<file path="src/rtl/xg_timing_pkg.sv">
// xg_timing_pkg: shared constants and types for the gen3 raster timing generator.
// Defaults describe VGA 640x480@60 on a 25 MHz pixel clock.
package xg_timing_pkg;

    localparam int XG_CW = 10;

    localparam int XG_H_ACTIVE = 640;
    localparam int XG_H_FP     = 16;
    localparam int XG_H_SYNC   = 96;
    localparam int XG_H_BP     = 48;

    localparam int XG_V_ACTIVE = 480;
    localparam int XG_V_FP     = 10;
    localparam int XG_V_SYNC   = 2;
    localparam int XG_V_BP     = 33;

    localparam int XG_DRAW_DELAY     = 12;
    localparam int XG_PREFETCH_LINES = 14;

    typedef logic [XG_CW-1:0] xg_coord_t;

    // Signals carried from the render side to the VGA driver side.
    typedef struct packed {
        logic vde;
        logic hsync;
        logic vsync;
    } xg_draw_sig_t;

    // Inactive draw state: no video enable, both syncs deasserted (high).
    localparam xg_draw_sig_t XG_DRAW_IDLE = '{vde: 1'b0, hsync: 1'b1, vsync: 1'b1};

    // Total period of one axis from its active, front porch, sync and back porch spans.
    function automatic int xg_total(input int a, input int fp, input int s, input int bp);
        return a + fp + s + bp;
    endfunction

endpackage

</file>
<file path="src/rtl/xg_delay_line.sv">
// xg_delay_line: DEPTH-stage shift register with a synchronous flush that loads
// every stage with RST_VAL. Output is the last stage, so latency is DEPTH clocks.
module xg_delay_line #(
    parameter int             W       = 3,
    parameter int             DEPTH   = 12,
    parameter logic [W-1:0]   RST_VAL = '0
) (
    input  logic         clk_25,
    input  logic         i_flush,
    input  logic [W-1:0] i_din,
    output logic [W-1:0] o_dout
);

    logic [W-1:0] r_stage [DEPTH];

    // Shift one stage per clock; flush loads every stage with the idle value.
    // NOTE: every stage is flushed, not just the head, because a stale stage would
    // leak an old vde/sync value to the output after reset or a timing_en pause.
    always_ff @(posedge clk_25) begin
        if (i_flush) begin
            for (int i = 0; i < DEPTH; i++) begin
                r_stage[i] <= RST_VAL;
            end
        end else begin
            r_stage[0] <= i_din;
            for (int i = 1; i < DEPTH; i++) begin
                r_stage[i] <= r_stage[i-1];
            end
        end
    end

    assign o_dout = r_stage[DEPTH-1];

endmodule

</file>
<file path="src/rtl/xg_timing_gen3.sv">
// xg_timing_gen3: parametrised raster timing generator (pixel/line counters, render
// and draw windows, sync, prefetch window, frame counter, line-compare IRQ).
// Draw outputs lag the counters by DRAW_DELAY clocks through one shared delay line.
// Build option: define XG_TIMING_LINE_IRQ_EN to include the line-compare IRQ;
// otherwise line_irq is tied low and irq_line_cmp is ignored.
// H_TOTAL and V_TOTAL must fit in CW bits; DRAW_DELAY must be 1..31.
module xg_timing_gen3
    import xg_timing_pkg::*;
#(
    parameter int CW             = XG_CW,
    parameter int H_ACTIVE       = XG_H_ACTIVE,
    parameter int H_FP           = XG_H_FP,
    parameter int H_SYNC         = XG_H_SYNC,
    parameter int H_BP           = XG_H_BP,
    parameter int V_ACTIVE       = XG_V_ACTIVE,
    parameter int V_FP           = XG_V_FP,
    parameter int V_SYNC         = XG_V_SYNC,
    parameter int V_BP           = XG_V_BP,
    parameter int DRAW_DELAY     = XG_DRAW_DELAY,
    parameter int PREFETCH_LINES = XG_PREFETCH_LINES
) (
    input  logic          clk_25,
    input  logic          rst,
    input  logic          timing_en,
    output logic [CW-1:0] col,
    output logic [CW-1:0] line,
    output logic          render_area,
    output logic          render_rows,
    output logic          draw_area,
    output logic          draw_hsync,
    output logic          draw_vsync,
    output logic          line_end,
    output logic          frame_end,
    output logic          prefetch_rows,
    output logic [7:0]    frame_count,
    input  logic [CW-1:0] irq_line_cmp,
    output logic          line_irq
);

    localparam int H_TOTAL = xg_total(H_ACTIVE, H_FP, H_SYNC, H_BP);
    localparam int V_TOTAL = xg_total(V_ACTIVE, V_FP, V_SYNC, V_BP);

    localparam logic [CW-1:0] H_LAST   = CW'(H_TOTAL - 1);
    localparam logic [CW-1:0] V_LAST   = CW'(V_TOTAL - 1);
    localparam logic [CW-1:0] H_ACT    = CW'(H_ACTIVE);
    localparam logic [CW-1:0] V_ACT    = CW'(V_ACTIVE);
    localparam logic [CW-1:0] HS_START = CW'(H_ACTIVE + H_FP);
    localparam logic [CW-1:0] HS_END   = CW'(H_ACTIVE + H_FP + H_SYNC);
    localparam logic [CW-1:0] VS_START = CW'(V_ACTIVE + V_FP);
    localparam logic [CW-1:0] VS_END   = CW'(V_ACTIVE + V_FP + V_SYNC);
    localparam logic [CW-1:0] PF_START = CW'(V_TOTAL - PREFETCH_LINES);
    localparam bit            PF_ON    = (PREFETCH_LINES != 0);

    logic [CW-1:0] r_col, r_line;
    logic          r_render_area, r_render_rows, r_hsync_raw, r_vsync_raw;
    logic          r_line_end, r_frame_end, r_prefetch_rows;
    logic [7:0]    r_frame_count;

    logic [CW-1:0] w_col_nxt, w_line_nxt;
    logic          w_flush;
    xg_draw_sig_t  w_draw_in, w_draw_out;

    assign w_flush = rst || !timing_en;

    // Next counter position when running: column wraps into a line step, line wraps at frame end.
    // NOTE: every output of an always_comb gets a default first so no path infers a latch.
    always_comb begin
        w_col_nxt  = r_col + 1'b1;
        w_line_nxt = r_line;
        if (r_col == H_LAST) begin
            w_col_nxt  = '0;
            w_line_nxt = (r_line == V_LAST) ? '0 : r_line + 1'b1;
        end
    end

    // Counters plus window flags decoded from the next position, so flags match col/line with zero lag.
    // NOTE: sequential state uses non-blocking assignments so every register samples pre-edge values.
    always_ff @(posedge clk_25) begin
        if (w_flush) begin
            r_col           <= '0;
            r_line          <= '0;
            r_render_area   <= 1'b1;
            r_render_rows   <= 1'b1;
            r_hsync_raw     <= 1'b1;
            r_vsync_raw     <= 1'b1;
            r_line_end      <= 1'b0;
            r_frame_end     <= 1'b0;
            r_prefetch_rows <= 1'b0;
        end else begin
            r_col           <= w_col_nxt;
            r_line          <= w_line_nxt;
            r_render_area   <= (w_col_nxt < H_ACT) && (w_line_nxt < V_ACT);
            r_render_rows   <= (w_line_nxt < V_ACT);
            r_hsync_raw     <= !((w_col_nxt >= HS_START) && (w_col_nxt < HS_END));
            r_vsync_raw     <= !((w_line_nxt >= VS_START) && (w_line_nxt < VS_END));
            r_line_end      <= (w_col_nxt == H_LAST);
            r_frame_end     <= (w_col_nxt == H_LAST) && (w_line_nxt == V_LAST);
            r_prefetch_rows <= PF_ON && (w_line_nxt >= PF_START);
        end
    end

    // Frame counter: cleared only by rst, frozen while timing_en is low, steps as the frame wraps.
    always_ff @(posedge clk_25) begin
        if (rst) begin
            r_frame_count <= 8'd0;
        end else if (timing_en && r_frame_end) begin
            r_frame_count <= r_frame_count + 8'd1;
        end
    end

`ifdef XG_TIMING_LINE_IRQ_EN
    logic r_line_irq;

    // One-clock pulse at hblank start of the line selected by irq_line_cmp.
    always_ff @(posedge clk_25) begin
        if (w_flush) begin
            r_line_irq <= 1'b0;
        end else begin
            r_line_irq <= (w_col_nxt == H_ACT) && (w_line_nxt == irq_line_cmp);
        end
    end

    assign line_irq = r_line_irq;
`else
    logic w_unused_cmp;
    assign w_unused_cmp = ^irq_line_cmp;
    assign line_irq     = 1'b0;
`endif

    // Raw syncs and render window travel together so the draw side stays mutually aligned.
    assign w_draw_in = '{vde: r_render_area, hsync: r_hsync_raw, vsync: r_vsync_raw};

    xg_delay_line #(
        .W       ($bits(xg_draw_sig_t)),
        .DEPTH   (DRAW_DELAY),
        .RST_VAL (XG_DRAW_IDLE)
    ) u_draw_dly (
        .clk_25  (clk_25),
        .i_flush (w_flush),
        .i_din   (w_draw_in),
        .o_dout  (w_draw_out)
    );

    assign col           = r_col;
    assign line          = r_line;
    assign render_area   = r_render_area;
    assign render_rows   = r_render_rows;
    assign draw_area     = w_draw_out.vde;
    assign draw_hsync    = w_draw_out.hsync;
    assign draw_vsync    = w_draw_out.vsync;
    assign line_end      = r_line_end;
    assign frame_end     = r_frame_end;
    assign prefetch_rows = r_prefetch_rows;
    assign frame_count   = r_frame_count;

endmodule

</file>
<file path="config.mk">
export PLATFORM = sky130hd
export DESIGN_NAME = xg_timing_gen3
export DESIGN_NICKNAME = d
export VERILOG_FILES = /design/src/rtl/xg_timing_pkg.sv /design/src/rtl/xg_delay_line.sv /design/src/rtl/xg_timing_gen3.sv
export SDC_FILE = /design/constraint.sdc
export NUM_CORES = 1
export LEC_CHECK = 0
export CORE_ASPECT_RATIO = 0.9
export CORE_MARGIN = 5
export CORE_UTILIZATION = 47
export CTS_CLUSTER_SIZE = 24
export DETAILED_ROUTE_END_ITERATION = 8
export PLACE_DENSITY = 0.75
export SKIP_CTS_REPAIR_TIMING = 1
export SYNTH_ARGS = -nofsm -noshare
export SYNTH_HDL_FRONTEND = slang
export SYNTH_HIERARCHICAL = 1
export SYNTH_SLANG_ARGS = --single-unit
</file>
<file path="constraint.sdc">
create_clock -name clk_25 -period 2.45 [get_ports clk_25]
set_input_delay 0.49 -clock clk_25 [delete_from_list [all_inputs] [get_ports clk_25]]
set_output_delay 0.49 -clock clk_25 [all_outputs]
set_load 0.05 [all_outputs]
</file>
==> qor.yml, run 1 <==
run_status:
  status: "complete, but fails checks"
  violations: "negative setup slack"
die:
  die_h_um: 84.3
  placementRows: 27
  initial_core_util_pct: 47.6
  num_io_pins: 50
  design.core.area_sq_um: 6050
  die_w_um: 92.5
  die_area_sq_um: 7790
min_path:
  hp-class: "reg -> reg"
  whs_endpoint: "u_draw_dly/r_stage[0][27]$_SDFF_PP1_"
  min_from: "u_draw_dly/r_stage[0][24]$_SDFF_PP1_"
  hold_path_depth: 1
worst_setup_path:
  r2r-start: "col[1]$_SDFF_PP0_"
  r2r_slack_ps: -4
  path_buf_inv: 0
  end_kind: "flop"
  cp_slowest_cell: "or4_1"
  cp_top_family: "simple AND/OR/NAND/NOR gates"
  crit_top_cell: "or4_1"
  worstPathCellList: "ha_4 -> nand4_4 -> nor4_4 -> nand3_1 -> xor2_1 -> or4_1 -> or4_1"
  reg2regPathDepth: 7
  crit_required_ps: 2670
  cp_max_fo: 8
  cp-start-kind: "flop"
  crit_arrival_ps: 2670
  crit_type: "reg -> reg"
  critPathMaxStageDelay_ps: 520
  r2r-end: "r_vsync_raw$_SDFF_PP1_"
clock_tree:
  insertion_delay_ps: 340
  clockRootBuffer: "clkbuf_8"
  cts_buffer_depth: 2
  cts_htree_levels: 3
  tritoncts: "yes"
  clock-sinks: 71
  numCtsBuffers: 9
  clk_pin_slew_ps: 70
synth:
  yosysMostFrequentCell: "dfxtp_1"
  ys_warn_count: 6
  ys_async_sr_fraction_pct: 0
  synth-main-ff-cell: "dfxtp_1"
  ys_ff_latch: 71
  ys_top_cells_by_area: "dfxtp_1, or2_1, nor2_1"
  synthTopCellsByCount: "dfxtp_1, nor2_1, or2_1"
  ys_seq_area_share_pct: 49.4
  synth.top_cell.area_share_pct: 49.4
  syn_nets: 317
  synth_cells: 299
  synth_top_area_cell: "dfxtp_1"
  synth_cell_type_count: 52
  syn_area_per_cell_sq_um: 9.63
  synth_edf_count: 0
  netlist_area_sq_um: 2880
timing:
  finalSetupViolCount: 1
  final.setup.worst_slack_ps: -4.22
  slew_viol_final: 0
  fmax_mhz: 407
  slew_headroom_pct: 66.3
  worst_pin_slew_ps: 504
  finalWorstPathRequiredPeriod_ps: 2450
  fin_skew_ps: 8.23
  timing.final.crit_share_pct: 100
  finalHoldViolCount: 0
  fin_tns_setup_ps: -4.22
  rsz0062_at_grt: "true"
layout:
  nets: 380
  fillerInstances: 511
  finish.utilization_pct: 61.5
  drive_above_1_share_pct: 21.0
  antenna_cells: 0
  syn2layout_area_growth_pct: 29.1
  multi_input_area_sq_um: 1360
  seq_area_sq_um: 1460
grt:
  grt.overflow.total: 0
  antenna_found_initial: 0
  grt.total_usage_pct: 16.4
  grt_max_degree: 45
  first_global_vias: 2227
  grt_pass1_wl_um: 10200
route:
  drt_pass1_iterations: 4
  vias_per_cell: 5.08
  vias: 2223
  routed_wl_um: 5840
  wl_per_cell_um: 13.3
  drt-initial-drc-count: 73
  ant_nets: 0
  drcViolationCount: 0
power_and_ir_drop:
  power_w: 0.00202
  powerDensity_nw_per_um2: 542
  power_leakage_nw: 1.34
  vdd_ir_drop_max_v: 0.000273
placement:
  gp_routability_congestion: 0.861
  port_buffers: 38
  dpl.hpwl_um: 4140
job:
  max_cap_viol_count: 0
## cell usage in the layout, fill, tap and decap left out, types with 4 or more instances in the layout
master            n
a21oi_1           8
a31oi_1           4
and2b_1           6
and3_1            5
buf_4            30
clkbuf_8         10
clkdlybuf4s50_1  38
dfxtp_1          56
dfxtp_2           9
dfxtp_4           6
inv_1             9
nand2_1          16
nand3_1          11
nand4_1           9
nor2_1           28
nor2b_1           8
nor3_1            7
o21ai_0           6
or2_1            24
or4_1             4
xnor2_1           9
xor2_1           12
## state kept, by name, summed over array words and instances, names as in the netlist
signal,cells
line_end,1
r_vsync_raw,1
render_rows,1
line,10
col,10
prefetch_rows,1
u_draw_dly/r_stage,36
render_area,1
frame_end,1
frame_count,8
r_hsync_raw,1
## power breakdown
| part | internal, W | switching [W] |
|---|---|---|
| Combinational | 0.0000168 | 0.0000309 |
| Clock | 0.000390 | 0.000425 |
| Sequential | 0.00115 | 0.00000189 |
| Total | 0.00156 | 0.000458 |
## worst reg2reg max path, delay by kind of cell, from the launching register on
kind          cells  cell delay, ps
xor+xnor          1             160
flops             1             360
fa+ha+maj         1             150
simple gates      5            1660
## cells by family after synthesis
family / Yosys count / synth area share, %
buffers and inverters: 26 / 5.95
XOR/XNOR: 21 / 6.39
flip-flops: 71 / 49.4
AO/OA/AOI/OAI: 28 / 6.17
AND/OR/NAND/NOR: 146 / 29.5
other: 1 / 0.130
adder cells (fa/ha/maj): 5 / 2.17
multiplexers: 1 / 0.348
## worst max-delay path by stage
| stage | start | to | slack (ps) | depth (start not counted) |
|---|---|---|---|---|
| 2_1_floorplan | col[6]$_SDFF_PP0_ | r_vsync_raw$_SDFF_PP1_ | -70 | 7 |
| 3_3_place_gp | col[6]$_SDFF_PP0_ | r_vsync_raw$_SDFF_PP1_ | -100 | 6 |
| 3_5_place_dp | col[6]$_SDFF_PP0_ | r_vsync_raw$_SDFF_PP1_ | -140 | 6 |
| 4_1_cts | col[6]$_SDFF_PP0_ | r_vsync_raw$_SDFF_PP1_ | -160 | 6 |
| 5_1_grt | col[1]$_SDFF_PP0_ | r_vsync_raw$_SDFF_PP1_ | -130 | 7 |
| 6_report | col[1]$_SDFF_PP0_ | r_vsync_raw$_SDFF_PP1_ | -4 | 7 |
## stage by stage
| stage | cell area [sq um] | hold WS [ps] | setup slack, ps | instances |
|---|---|---|---|---|
| after floorplan | 2960 | 383 | -69.5 | 299 |
| after global placement | 3510 | 387 | -104 | 422 |
| after detailed placement | 3510 | 392 | -136 | 422 |
| after CTS | 3680 | 410 | -162 | 437 |
| after global routing | 3720 | 411 | -133 | 438 |
| final | 3720 | 405 | -4.22 | 438 |
## layout make-up
type	instances	share of cell area, %
tap	72	2.42
clock inverter	5	0.842
multi-input combinational	202	36.6
inverter	10	1.01
clock buffer	10	3.70
sequential	71	39.2
timing repair buffer	68	16.3
## metal layers
layer / vias up / global-route usage [%] / share of wire, %
met5: - / 0 / 0
met1: 1025 / 21.4 / 49
li1: 1142 / - / -
met2: 45 / 24.5 / 45
met3: 11 / 6.18 / 3.9
met4: 0 / 6.48 / 1.9
Note: power is estimated with default switching activity, not from simulation.
==> run 2: changes to the inputs <==
--- a/config.mk
+++ b/config.mk
@@ -5,12 +5,14 @@
 export SDC_FILE = /design/constraint.sdc
 export NUM_CORES = 1
 export LEC_CHECK = 0
+export CELL_PAD_IN_SITES_DETAIL_PLACEMENT = 1
+export CELL_PAD_IN_SITES_GLOBAL_PLACEMENT = 1
 export CORE_ASPECT_RATIO = 0.9
 export CORE_MARGIN = 5
-export CORE_UTILIZATION = 47
+export CORE_UTILIZATION = 36
 export CTS_CLUSTER_SIZE = 24
 export DETAILED_ROUTE_END_ITERATION = 8
-export PLACE_DENSITY = 0.75
+export PLACE_DENSITY_LB_ADDON = 0.1
 export SKIP_CTS_REPAIR_TIMING = 1
 export SYNTH_ARGS = -nofsm -noshare
 export SYNTH_HDL_FRONTEND = slang
==> qor.yml, run 2 (synthesized netlist as in run 1, its figures left out) <==
run_status:
  status: "complete, but fails checks"
  violations: "negative setup slack"
grt:
  grt.overflow.total: 0
  grt_max_degree: 45
  grt.total_usage_pct: 14.7
  antenna_found_initial: 0
  first_global_vias: 2334
  grt_pass1_wl_um: 11700
worst_setup_path:
  cp_top_family: "simple AND/OR/NAND/NOR gates"
  r2r_slack_ps: -6
  r2r-end: "r_vsync_raw$_SDFF_PP1_"
  crit_type: "reg -> reg"
  worstPathCellList: "or3_4 -> nor4_4 -> nand3_2 -> xor2_2 -> or4_1 -> or4_1"
  path_buf_inv: 0
  cp_max_fo: 6
  r2r-start: "col[7]$_SDFF_PP0_"
  crit_required_ps: 2650
  cp-start-kind: "flop"
  critPathMaxStageDelay_ps: 500
  cp_slowest_cell: "or4_1"
  crit_top_cell: "or4_1"
  crit_arrival_ps: 2660
  end_kind: "flop"
  reg2regPathDepth: 6
min_path:
  whs_endpoint: "u_draw_dly/r_stage[0][31]$_SDFF_PP1_"
  hp-class: "reg -> reg"
  hold_path_depth: 1
  min_from: "u_draw_dly/r_stage[0][28]$_SDFF_PP1_"
clock_tree:
  cts_htree_levels: 3
  numCtsBuffers: 9
  clk_pin_slew_ps: 80
  tritoncts: "yes"
  clockRootBuffer: "clkbuf_8"
  insertion_delay_ps: 340
  cts_buffer_depth: 2
  clock-sinks: 71
power_and_ir_drop:
  vdd_ir_drop_max_v: 0.000256
  power_leakage_nw: 1.43
  powerDensity_nw_per_um2: 570
  power_w: 0.00226
placement:
  gp_routability_congestion: 0.799
  dpl.hpwl_um: 5060
  port_buffers: 38
  placed_cell_area_sq_um: 3630
timing:
  fin_tns_setup_ps: -5.58
  final.setup.worst_slack_ps: -5.58
  finalSetupViolCount: 1
  fin_skew_ps: 14.9
  slew_headroom_pct: 66.1
  finalWorstPathRequiredPeriod_ps: 2460
  hold_slack_ps: 405
  slew_viol_final: 0
  worst_pin_slew_ps: 507
  timing.final.crit_share_pct: 100
  fmax_mhz: 407
  rsz0062_at_grt: "true"
  finalHoldViolCount: 0
die:
  die_area_sq_um: 9890
  num_io_pins: 50
  die_h_um: 94.8
  initial_core_util_pct: 36.4
  design.core.area_sq_um: 7910
  placementRows: 31
  die_w_um: 104
layout:
  fin_area_sq_um: 3960
  antenna_cells: 0
  syn2layout_area_growth_pct: 37.5
  final_common_cell: "dfxtp_1"
  regMostFlops: "u_draw_dly/r_stage"
  finish.utilization_pct: 50.0
  largest_reg_flops: 36
  drive_above_1_share_pct: 25.5
  nets: 393
  final_cell_mix: "dfxtp_1, buf_4, clkdlybuf4s50_1"
route:
  drt-initial-drc-count: 66
  ant_nets: 0
  drt_pass1_iterations: 4
  vias_per_cell: 4.85
  wl_per_cell_um: 14.6
  vias: 2323
  routed_wl_um: 6990
  drcViolationCount: 0
job:
  max_cap_viol_count: 0
[run 2: changes by cell type in the layout (fill, tap and decap cells not counted), sizes merged]
| cell | change |
|---|---|
| buf | +13 |
| clkinv | +1 |
| bufinv | +2 |
| inv | -2 |
[run 2: report_power, final]
group	internal [W]	total (W)	switching, W
clock	0.000606	0.00106	0.000451
sequential	0.00115	0.00115	0.00000208
combinational	0.0000166	0.0000484	0.0000318
[run 2: worst max path at each step]
stage / from / end / slack (ps) / depth (start not counted)
final: col[7]$_SDFF_PP0_ / r_vsync_raw$_SDFF_PP1_ / -6 / 6
after global routing: col[5]$_SDFF_PP0_ / r_vsync_raw$_SDFF_PP1_ / -100 / 6
after CTS: col[6]$_SDFF_PP0_ / r_vsync_raw$_SDFF_PP1_ / -200 / 6
after detailed placement: col[6]$_SDFF_PP0_ / r_vsync_raw$_SDFF_PP1_ / -170 / 6
after global placement: timing_en / frame_end$_SDFF_PP0_ / -170 / 8
after floorplan: col[6]$_SDFF_PP0_ / r_vsync_raw$_SDFF_PP1_ / -70 / 7
[run 2: cell type report]
| cell class | instances | area [sq um] |
|---|---|---|
| Clock buffer | 10 | 138 |
| Clock inverter | 6 | 91.3 |
| Fill cell | 912 | 3950 |
| Inverter | 10 | 37.5 |
| Multi-Input combinational cell | 202 | 1410 |
| Sequential cell | 71 | 1450 |
| Tap cell | 99 | 124 |
| Timing Repair Buffer | 81 | 703 |
[run 2: layer usage]
layer  wire, um  track usage [%]  up-vias
met5          0                0        -
met4         72             4.85        0
met3        206             3.96        7
met2       3360             23.9       32
met1       3350             18.9     1122
li1           -                -     1162
[run 2: through the flow]
stage | cells | setup WS, ps
2_1_floorplan | 299 | -69.5
3_3_place_gp | 460 | -172
3_5_place_dp | 460 | -172
4_1_cts | 476 | -196
5_1_grt | 479 | -104
6_report | 479 | -5.58
==> edit 1 (settings of run 1) <==
Register the outputs `draw_area`, `draw_hsync` and `draw_vsync`; this adds one clock of latency there. The other outputs are not delayed to match.
--- a/src/rtl/xg_timing_gen3.sv
+++ b/src/rtl/xg_timing_gen3.sv
@@ -145,9 +145,11 @@
     assign line          = r_line;
     assign render_area   = r_render_area;
     assign render_rows   = r_render_rows;
-    assign draw_area     = w_draw_out.vde;
-    assign draw_hsync    = w_draw_out.hsync;
-    assign draw_vsync    = w_draw_out.vsync;
+    always_ff @(posedge clk_25) begin
+        draw_area  <= w_draw_out.vde;
+        draw_hsync <= w_draw_out.hsync;
+        draw_vsync <= w_draw_out.vsync;
+    end
     assign line_end      = r_line_end;
     assign frame_end     = r_frame_end;
     assign prefetch_rows = r_prefetch_rows;
Function: changed (a bounded check fails within 4 cycles, from zero or initial values and one cycle with rst high).
==> edit 1 against run 1 <==
Area after synthesis rose by 2.1%; routed wire length rose by 1.9%; highest routed layer unchanged; maximum frequency rose by 0.56%; setup slack improved by 0.014 ns; clock power rose by 26%; clock skew fell by 0.0023 ns; sequential cell count rose by 3; final area rose by 3.8%; first-iteration DRC count rose by 55%; final cell count rose by 4.6%; critical endpoint unchanged; count of clock-buffer cells in the layout did not move; total power rose by 13%.
==> edit 1: results <==
group,metric,value,unit
cells_and_area,diodes,0,
yosys,synth_nets,320,
power_and_ir_drop,p_leak,0.00139,uW
cells_and_area,final_core_util,63.1,%
critical_path,crit_end,"r_vsync_raw",
clocking,cts_buffers,9,
placed_design,dpl-instance-area,3590,sq um
yosys,synthTopCellsByCount,"dfxtp_1, nor2_1, or2_1, nand2_1",
global_route,grt_pass1_wl,10.2,mm
hold_path,hp-class,"reg2reg",
power_and_ir_drop,ir_drop,0.445,mV
global_route,antenna_found_initial,0,
yosys,yosysUniqueCellTypes,52,
drt,firstDrtPassIters,4,
cells_and_area,fin_nets,384,
cells_and_area,drive_gt1_share,21.0,%
yosys,synthTopCellsByArea,"dfxtp_1, or2_1, nor2_1",
yosys,yosysSeqAreaShare,50.4,%
placed_design,hpwl,4.22,mm
timing,skew,0.00595,ns
outcome,status,"finished clean",
critical_path,cp-startpoint,"col[5]",
run,max_cap_violations,0,
drt,routed_wl,5.94,mm
placed_design,dp_slack,-0.125,ns
clocking,clockBufferDepth,2,
global_route,grt_max_degree,45,
critical_path,worstPathMaxFanout,6,
global_route,grt_pass1_vias,2217,
cells_and_area,fillers,518,
critical_path,ff2ff_setup_slack,0.009,ns
clocking,clock_latency,0.35,ns
clocking,cts_max_level,3,
critical_path,reg2reg_depth,7,
drt,drtIter0Drc,113,
clocking,clk_pin_slew,0.08,ns
drt,final_antenna_net_count,0,
placed_design,finalWeightedCongestion,0.916,
drt,vias,2301,
cells_and_area,regMostFlops,"u_draw_dly/r_stage",
placed_design,port-buffer-count,38,
clocking,root_buffer,"clkbuf_8",
cells_and_area,largest_register_ffs,36,
global_route,grt.total_usage,16.2,%
critical_path,worstPathArrival,2.67,ns
yosys,yosys_warnings,6,
timing,period_share,99.6,%
timing,slew_headroom,61.3,%
yosys,synth-async-reset-ratio,0,%
yosys,ys.flop_type,"dfxtp_1",
edit 1: area by class of cell:
class,count,area share (%)
flip-flops and latches,74,39.2
multi-input cells,202,35.5
repair buffers,69,15.9
clock buffers,10,3.31
well taps,87,2.82
clock inverters,6,2.30
inverters,10,0.973
edit 1: critical path, stage by stage, from the launching register on:
cell and delay [ns]:
dfxtp_4 0.34, or3_4 0.43, buf_4 0.17, nor4_4 0.14, xnor2_1 0.11, or2_1 0.27
or4_1 0.40, or4_1 0.46
edit 1: worst min path at each step:
stage / from / endpoint / slack [ns] / cells past startpoint
global route: u_draw_dly/r_stage[0][33] / draw_vsync / 0.33 / 0
finish: u_draw_dly/r_stage[0][33] / draw_vsync / 0.33 / 0
CTS: u_draw_dly/r_stage[0][33] / draw_vsync / 0.33 / 0
detailed placement: u_draw_dly/r_stage[0][33] / draw_vsync / 0.31 / 0
global placement: u_draw_dly/r_stage[0][33] / draw_vsync / 0.31 / 0
floorplan: r_vsync_raw / u_draw_dly/r_stage[0][0] / 0.38 / 1
edit 1: per-layer routing:
| layer | global-route usage, % | wire length, microns |
|---|---|---|
| met2 | 24.1 | 2820 |
| met4 | 5.99 | 72 |
| met5 | 0 | 0 |
| met3 | 6.74 | 291 |
| met1 | 21.0 | 2760 |
edit 1: where the power goes:
part	internal [uW]	switching [uW]
clock network	578	451
logic	16.7	31.4
registers	1200	1.84
edit 1: kinds of logic after synthesis:
group,count (synthesis),share of synthesized area [%]
buf+inv,26,5.83
xor+xnor,21,6.26
other cells,1,0.128
fa+ha+maj,5,2.13
simple gates,146,28.9
flops,74,50.4
mux,1,0.341
compound gates,28,6.05
edit 1: metrics by stage:
step                std cells  setup TNS, ns
floorplan                 302        -0.0695
global placement          440         -0.141
detailed placement        440         -0.212
CTS                       456         -0.144
global route              458        -0.0639
finish                    458              0
==> edit 2 (settings of run 1) <==
Made on the original files. Set the package constant `XG_CW` to 5 (it was 10).
--- a/src/rtl/xg_timing_pkg.sv
+++ b/src/rtl/xg_timing_pkg.sv
@@ -2,7 +2,7 @@
 // Defaults describe VGA 640x480@60 on a 25 MHz pixel clock.
 package xg_timing_pkg;
 
-    localparam int XG_CW = 10;
+    localparam int XG_CW = 5;
 
     localparam int XG_H_ACTIVE = 640;
     localparam int XG_H_FP     = 16;
Ports: changed (resized col, irq_line_cmp and line); port bits go from 50 to 35. The function was not compared with the original's and may differ.
==> edit 2 against run 1 <==
Combinational power is 1% higher; non-clock buffer count fell by 37; area after synthesis is 27% lower; via count decreased by 40%; sequential cell count down 11; setup slack improved by 0.24 ns; final area shrank 31%; maximum frequency increased by 11%; total power fell by 1.7%; routed wire length down 45%; critical endpoint is now line[2]; largest cell class unchanged; highest routed layer unchanged.
==> edit 2: results <==
group,metric,value,unit
outcome,status,"finished clean",
power_and_ir_drop,p_leak,0.000958,uW
hold_path,whs_endpoint,"u_draw_dly/r_stage[0][1]",
placed_design,dp_slack,0.554,ns
cells_and_area,drive_gt1_share,10.3,%
cells_and_area,final-nonclk-buf-share,11.8,%
cells_and_area,clkbuf_count,11,
cells_and_area,seq_share,46.7,%
placed_design,hpwl,2.04,mm
yosys,synthTopCellsByCount,"dfxtp_1, or2_1, nor2_1, xor2_1, nor2b_1",
critical_path,worstPathMaxFanout,10,
drt,wl_per_cell,11.2,microns
critical_path,r2r_end,"prefetch_rows",
yosys,yosysUniqueCellTypes,35,
global_route,grt_pass1_vias,1316,
cells_and_area,multi_input_area_share,29.7,%
critical_path,crit_path_top_delay_cell,"clkdlybuf4s50_1",
global_route,grt_pass1_wl,5.74,mm
timing,worst_pin_slew,0.511,ns
power_and_ir_drop,ir_drop,0.411,mV
placed_design,port-buffer-count,28,
yosys,yosysSeqAreaShare,57.3,%
cells_and_area,comb.multi_input.count,113,
global_route,grt.total_usage,13.2,%
timing,fmaxAchievable,452,MHz
critical_path,cp-startpoint,"line[2]",
placed_design,finalWeightedCongestion,0.814,
cells_and_area,clk_share,8.41,%
critical_path,max_stage_delay,0.88,ns
cells_and_area,fillers,394,
timing,skew,0.00987,ns
critical_path,worstPathArrival,1.72,ns
drt,vias_per_cell,4.64,
[edit 2: cell count changes after synthesis, sizes merged, moves of 7 or more]
cell   before  now
nor2       28   14
dfxtp      71   60
inv        10    3
nand3      12    2
nand2      17    5
xnor2       9    2
[edit 2: logic make-up (layout without fill, tap and decap cells)]
group / Yosys count / count (layout) / synth area share (%)
compound gates: 11 / 11 / 3.58
xor+xnor: 11 / 11 / 4.60
fa+ha+maj: 5 / 5 / 2.99
buf+inv: 17 / 50 / 6.27
flops: 60 / 60 / 57.3
mux: 2 / 2 / 0.955
other cells: 2 / 2 / 0.358
simple gates: 82 / 82 / 23.9
[edit 2: power breakdown]
part	internal, uW	total [uW]	switching (uW)
registers	981	984	2.93
clock network	595	949	354
logic	16.5	48.1	31.6
[edit 2: layer usage]
metal	share of wire [%]	global-route usage, %	vias to the layer above
met1	46	14.4	618
met2	47	20.5	31
met4	1.3	5.63	0
met3	6.2	8.33	4
li1	-	-	670
met5	0	0	-
